File: src/rtl/note_score_counter.sv
// note_score_counter: debounces seven piano keys, judges each new press against the
// expected note, and keeps saturating hit/miss tallies for the downstream display.
`default_nettype none

module note_score_counter #(
    parameter int DEBOUNCE_CYCLES = 20000,
    parameter int TIMEOUT_CYCLES  = 50000000,
    parameter int MAX_SCORE       = 99
) (
    input  logic       clk,
    input  logic       rst,
    input  logic [6:0] key_in,
    input  logic [2:0] expected_note,
    input  logic       expected_valid,
    input  logic       game_en,
    input  logic       clear,
    output logic [6:0] score,
    output logic [6:0] miss_count,
    output logic       hit_pulse,
    output logic       miss_pulse,
    output logic       next_req,
    output logic       busy
);

    localparam int DW = (DEBOUNCE_CYCLES > 1) ? $clog2(DEBOUNCE_CYCLES) : 1;
    localparam int TW = (TIMEOUT_CYCLES > 1) ? $clog2(TIMEOUT_CYCLES) : 1;
    localparam logic [DW-1:0] DB_LAST = DW'(DEBOUNCE_CYCLES - 1);
    localparam logic [TW-1:0] TO_LAST = TW'(TIMEOUT_CYCLES - 1);
    localparam logic [6:0]    SAT     = 7'(MAX_SCORE);

    typedef enum logic [1:0] {
        S_IDLE    = 2'd0,
        S_WAIT    = 2'd1,
        S_JUDGE   = 2'd2,
        S_RELEASE = 2'd3
    } state_t;

    logic [6:0]    sync1, sync2, deb, deb_d;
    logic [DW-1:0] db_cnt [7];
    logic [6:0]    latched;
    logic [TW-1:0] timer;
    state_t        state;

    logic       press;
    logic       is_hit;

    // Two-flop synchroniser followed by a per-key stability counter.
    always_ff @(posedge clk or posedge rst) begin
        if (rst) begin
            sync1 <= '0;
            sync2 <= '0;
            deb   <= '0;
            deb_d <= '0;
            for (int i = 0; i < 7; i++) db_cnt[i] <= '0;
        end else begin
            sync1 <= key_in;
            sync2 <= sync1;
            deb_d <= deb;
            for (int i = 0; i < 7; i++) begin
                if (sync2[i] != deb[i]) begin
                    if (db_cnt[i] == DB_LAST) begin
                        deb[i]    <= ~deb[i];
                        db_cnt[i] <= '0;
                    end else begin
                        db_cnt[i] <= db_cnt[i] + 1'b1;
                    end
                end else begin
                    db_cnt[i] <= '0;
                end
            end
        end
    end

    assign press  = |(deb & ~deb_d);
    assign is_hit = (expected_note <= 3'd6) && $onehot(latched) &&
                    (latched == (7'd1 << expected_note));

    always_ff @(posedge clk or posedge rst) begin
        if (rst) begin
            state      <= S_IDLE;
            timer      <= '0;
            latched    <= '0;
            score      <= '0;
            miss_count <= '0;
            hit_pulse  <= 1'b0;
            miss_pulse <= 1'b0;
            next_req   <= 1'b0;
            busy       <= 1'b0;
        end else begin
            hit_pulse  <= 1'b0;
            miss_pulse <= 1'b0;
            next_req   <= 1'b0;
            if (!game_en) begin
                state <= S_IDLE;
                busy  <= 1'b0;
            end else begin
                case (state)
                    S_IDLE: begin
                        if (expected_valid) begin
                            state <= S_WAIT;
                            timer <= '0;
                            busy  <= 1'b1;
                        end else begin
                            busy  <= 1'b0;
                        end
                    end
                    S_WAIT: begin
                        busy <= 1'b1;
                        // Without a valid note the round is frozen: no timeout, no judging.
                        if (expected_valid) begin
                            if (press) begin
                                latched <= deb;
                                state   <= S_JUDGE;
                            end else if (timer == TO_LAST) begin
                                miss_pulse <= 1'b1;
                                next_req   <= 1'b1;
                                if (miss_count < SAT) miss_count <= miss_count + 1'b1;
                                state <= S_RELEASE;
                            end else begin
                                timer <= timer + 1'b1;
                            end
                        end
                    end
                    S_JUDGE: begin
                        busy     <= 1'b1;
                        next_req <= 1'b1;
                        if (is_hit) begin
                            hit_pulse <= 1'b1;
                            if (score < SAT) score <= score + 1'b1;
                        end else begin
                            miss_pulse <= 1'b1;
                            if (miss_count < SAT) miss_count <= miss_count + 1'b1;
                        end
                        state <= S_RELEASE;
                    end
                    S_RELEASE: begin
                        if (deb == 7'd0) begin
                            if (expected_valid) begin
                                state <= S_WAIT;
                                timer <= '0;
                                busy  <= 1'b1;
                            end else begin
                                state <= S_IDLE;
                                busy  <= 1'b0;
                            end
                        end else begin
                            busy <= 1'b1;
                        end
                    end
                    default: begin
                        state <= S_IDLE;
                        busy  <= 1'b0;
                    end
                endcase
            end
            // Clear overrides any increment scheduled above in the same cycle.
            if (clear) begin
                score      <= '0;
                miss_count <= '0;
            end
        end
    end

endmodule

`default_nettype wire

File: config.mk
export PLATFORM = sky130hd
export DESIGN_NAME = note_score_counter
export DESIGN_NICKNAME = d
export VERILOG_FILES = /design/src/rtl/note_score_counter.sv
export SDC_FILE = /design/constraint.sdc
export NUM_CORES = 1
export LEC_CHECK = 0
export BUFFER_PORTS_ARGS = -buffer_cell sky130_fd_sc_hd__buf_4
export CORE_MARGIN = 2
export CORE_UTILIZATION = 56
export DETAILED_ROUTE_END_ITERATION = 12
export GPL_ROUTABILITY_DRIVEN = 0
export PLACE_DENSITY = 0.76
export SETUP_SLACK_MARGIN = 0.3
export SYNTH_ARGS = -nofsm -noshare
export SYNTH_HDL_FRONTEND = slang
export SYNTH_SLANG_ARGS = --single-unit
File: constraint.sdc
create_clock -name clk -period 6.35 [get_ports clk]
set_input_delay 1.5875 -clock clk [delete_from_list [all_inputs] [get_ports clk]]
set_output_delay 1.5875 -clock clk [all_outputs]
set_load 0.05 [all_outputs]
=== Yosys cells after proc, flatten, opt, wreduce, memory -nomap -nowiden ===
Cells that the tools add are included.

* Register bits after elaboration: 186
* Bits of input ports: 15

* $add $sub $neg: 16
* $lt $le $gt $ge: 3
* Equal/unequal tests: 32
* Shifts and indexed selects: 1
* Multiplexer cells: 56
* Bitwise logic cells: 9
* Reductions and logical operators: 24

{| class="wikitable"
|+ Operators with widths
! kind !! count
|-
| $mux W15 || 14
|-
| $mux W26 || 5
|-
| $add A15 B1 Y15 const B || 7
|-
| $eq A15 B15 Y1 const B || 7
|-
| $mux W7 || 12
|-
| $pmux W26 S3 || 1
|-
| $add A26 B1 Y26 const B || 1
|-
| $eq A26 B26 Y1 const B || 1
|-
| $ne A3 B3 Y1 const B || 7
|-
| $add A7 B1 Y7 const B || 2
|-
| $lt A7 B7 Y1 const B || 2
|-
| $pmux W7 S2 || 1
|-
| $reduce_and A2 Y1 || 7
|-
| $mux W1 || 13
|-
| $mux W2 || 6
|-
| $reduce_and A4 Y1 || 3
|-
| $reduce_and A6 Y1 || 2
|-
| $ne A2 B2 Y1 const B || 4
|-
| $pmux W2 S4 || 1
|-
| $reduce_bool A2 Y1 || 4
|-
| $and A7 B7 Y7 || 1
|-
| $eq A7 B7 Y1 || 1
|-
| $logic_not A7 Y1 || 1
|-
| $ne A1 B1 Y1 || 7
|-
| other kinds (19) || 31
|}

=== Logic depth before layout (Yosys ltp) ===
* Word-level depth: 10
* Depth in mapped cells: 13
* Gate-level depth less buffers: 12

=== Worst setup path before layout ===
OpenSTA, ideal clock, no wires.

* Kind: register -> register
* Start: register latched[0]
* End: register score[3]
* Library setup time: 0.077 ns
* Arrival time: 4.104 ns
* Data required time: 6.273 ns
* Slack: 2.169 ns
* Cell stages (with the launch flop): 14
* Buffers on the path: 1
* Cells stage by stage: dfrtp_1 > inv_1 > fa_1 > fa_1 > fa_1 > inv_1 > fa_1 > or3_1 > a211oi_1 > o211ai_1 > or4_1 > clkbuf_1 > or3_1 > a21oi_1

* Longest elaborated chain between the ends: 8
* Elaborated cells on any way between the ends: 9

{| class="wikitable"
|+ Ends and longest elaborated chain
! item !! line !! text
|-
| start, declared || 40 || <nowiki>logic [6:0] latched;</nowiki>
|-
| start signal, assigned || 82 || <nowiki>latched <= '0;</nowiki>
|-
| start signal, assigned || 112 || <nowiki>latched <= deb;</nowiki>
|-
| $add A1 B1 Y2 (not written as such) || 75 || <nowiki>assign is_hit = (expected_note <= 3'd6) && $onehot(latched) &&</nowiki>
|-
| $add A2 B2 Y3 (not written as such) || 75 ||
|-
| $add A3 B3 Y3 (not written as such) || 75 ||
|-
| $eq A3 B1 Y1 || 75 ||
|-
| $logic_and A1 B1 Y1 || 75 ||
|-
| $logic_and A1 B1 Y1 * || 75 ||
|-
| $reduce_bool A2 Y1 (no line) * || -- ||
|-
| $reduce_and A4 Y1 (no line) * || -- ||
|-
| end signal, assigned || 129 || <nowiki>if (score < SAT) score <= score + 1'b1;</nowiki>
|-
| end, declared || 17 || <nowiki>output logic [6:0] score,</nowiki>
|}

Mark *: on every way between the ends. The rest lies on a longest branch, timed or not.
A chain may end at the register's enable or synchronous reset.

=== Final worst setup path ===
* Start: register latched[0]
* End: register score[5]

The elaborated chain is that of the path after synthesis.

==> metrics.cfg <==
[cells_and_area]
utilization_pct=63.3
diodes=0
final_cells=1164
final_layout_size_suffix_gt1_share_pct=8.44
syn_to_final_growth_pct=11.5
nets=969

[yosys]
yosysSeqAreaShare_pct=52.1
syn_inst=907
ys_ff_latch=186
synth_edf_count=0
synth_top_flop_cell=dfrtp_1
yosys.area.top_type=dfrtp_1
syn_nets=941
synth_cell_types=52
synthMuxAreaShare_pct=1.67
yosys.area_share.simple_pct=23.7
syn_area_um2=8930
syn_avg_cell_area_um2=9.84
synthArstFlopShare_pct=100
synth_fa_ha_area_share_pct=3.00
yosys_warnings=0
netlist_top_cells_area=dfrtp_1 52%, xor2_1 6.0%, nor2_1 5.8%
synth_compound_area_share_pct=7.12
synth_top_family_by_area=simple AND/OR/NAND/NOR gates
synthXorXnorAreaFrac_pct=9.62
yosysTopAreaCellShare_pct=52.1

[run]
cap_viol_max_count=0

[die]
die_h_um=130
io-pin-count=33
initial_core_util_pct=56.8
core_area_um2=15700
rows=46
die_width_um=130
dieArea_um2=17000

[worst_setup_path]
worst-r2r-cell-count=12
slowest_stage=or4_1
crit_family=adder cells
r2r_setup_slack_ps=1960
crit_top_cell=fa_1
worst-path-max-fanout=11
timing.rr.end=score[5]
crit_chain=inv_1 -> fa_1 -> fa_1 -> fa_1 -> inv_1 -> fa_1 -> or3_1 -> a211oi_1 -> o211ai_1 -> or4_1 -> or3_1 -> a21oi_1
cp-start-kind=register
r2r_start=latched[0]
crit_required_ps=6700
crit_path_end_kind=register
max_stage_delay_ps=710
critPathKind=reg2reg
cp.arrival_ps=4740
cp_num_buf_inv=2

[drt]
wl_mm=16.0
first_iter_violations=456
route.detailed.drc=0
first_pass_iters=5
wl_per_cell_um=13.7
vias=6466
final_antenna_net_count=0
viasPerCell=5.55

[timing]
post-route-period-util_pct=69.1
max_freq_mhz=228
clock_skew_ps=9.29
worst_pin_slew_ps=1020
slew_violations=0
period_needed_ps=4390
fin_hold_ws_ps=349
tns_ps=0
rsz0062_at_grt=no
maxSlewHeadroom_pct=31.6
hold_viol=0
setup_violations=0

[global_route]
grt_max_degree=187
grt_usage_pct=20.4
grt_antenna_before_repair=0
grt_pass1_wl_mm=28.0
grt_remaining_overflow=0
grt_pass1_vias=6044

[placed_design]
dp_hpwl_mm=10.4
dpl.cell_count=1132
port_buffers=32

[clocking]
cts_tree=built
clock-sinks=186
clock-root-buffer=clkbuf_16
insertion_delay_ps=430
postCtsSetupRepairBufs=0
cts_buffers=17
cts_resized=0
h-tree-depth=4
cts_hold_buf=0
path_clk_slew_ps=70
cts_buffer_depth=2

[hold_path]
hold_path_class=reg2reg
worstHoldEndpoint=sync2[2]
worstHoldStart=sync1[2]
worstHoldPathCells=0

[pwr]
power.share.switching_pct=27.4
irDropWorstVdd_mv=0.227
power.switching_mw=0.693
pwr-share-seq_pct=49.6
clkPwrFrac_pct=40.0
pwr-share-comb_pct=10.4
p_int_mw=1.84
power_density_nw_per_um2=254
p_leak_nw=4.38

[status]
status=finished clean

[layout by cell type (no fill, tap or decap), types with 5 or more instances in the layout]
cell / count
dfrtp_1: 186
nor2_1: 139
nand2_1: 66
xor2_1: 61
nand3_1: 53
inv_1: 37
xnor2_1: 37
a21oi_1: 36
buf_4: 35
nand4_1: 33
o21ai_0: 30
and3_1: 27
or3_1: 21
or4_1: 19
nand2b_1: 17
clkbuf_16: 17
nor3_1: 15
o31ai_1: 15
ha_1: 15
nor4b_1: 8
mux2i_1: 7
mux2_2: 7
and2_1: 5
[flip-flops by register name, summed over array words and instances (netlist names)]
signal      cells
miss_pulse      1
busy            1
latched         7
deb_d           7
deb             7
db_cnt        105
miss_count      7
state           2
score           7
hit_pulse       1
timer          26
sync2           7
sync1           7
next_req        1
[cell type report]
type | instances | area [um^2]
repair buffers | 36 | 283
multi-input cells | 656 | 4030
fillers | 1295 | 5760
clock inverters | 13 | 126
clock buffers | 19 | 443
well taps | 216 | 270
flip-flops and latches | 186 | 4650
inverters | 38 | 146
[kinds of logic after synthesis]
logic type	Yosys count
flops	186
compound gates	105
fa+ha+maj	19
buf+inv	65
simple gates	420
mux	14
xor+xnor	98
[per-layer routing]
layer	part of all wire, %	GRT usage, %
met1	50	29.7
met2	46	31.0
met3	3.5	4.76
met4	0.68	5.25
met5	0	0
[power by group through the flow]
| stage | combinational [mW] | clock [mW] | sequential, mW |
|---|---|---|---|
| after detailed placement | 0.262 | 0 | 1.28 |
| after global placement | 0.258 | 0 | 1.27 |
| after floorplan | 0.171 | 0 | 1.29 |
| after CTS | 0.265 | 1.04 | 1.25 |
| after global routing | 0.297 | 1.09 | 1.26 |
| final | 0.263 | 1.01 | 1.25 |
[metrics by stage]
stage                     worst slack (ps)  total power, mW  cell area (um^2)
after global routing                  1710             2.65              9950
after detailed placement              1990             1.54              9380
after floorplan                       2170             1.46              8930
after global placement                2050             1.53              9380
final                                 1960             2.53              9950
after CTS                             1970             2.56              9950
[worst max path at each step]
stage / startpoint / end / slack [ps] / depth (start not counted)
2_1_floorplan: latched[0] / score[3] / 2170 / 13
3_3_place_gp: latched[0] / score[3] / 2050 / 12
3_5_place_dp: latched[0] / score[3] / 1990 / 12
4_1_cts: latched[0] / score[3] / 1970 / 12
5_1_grt: latched[0] / score[5] / 1710 / 12
6_report: latched[0] / score[5] / 1960 / 12
[Yosys cell counts, drive strengths merged, types with 19 or more instances]
master / number
a21oi: 37
and3: 27
clkbuf: 22
dfrtp: 186
inv: 38
nand2: 66
nand3: 53
nand4: 33
nor2: 139
o21ai: 30
or3: 21
or4: 19
xnor2: 37
xor2: 61
(Power assumes the default switching activity.)
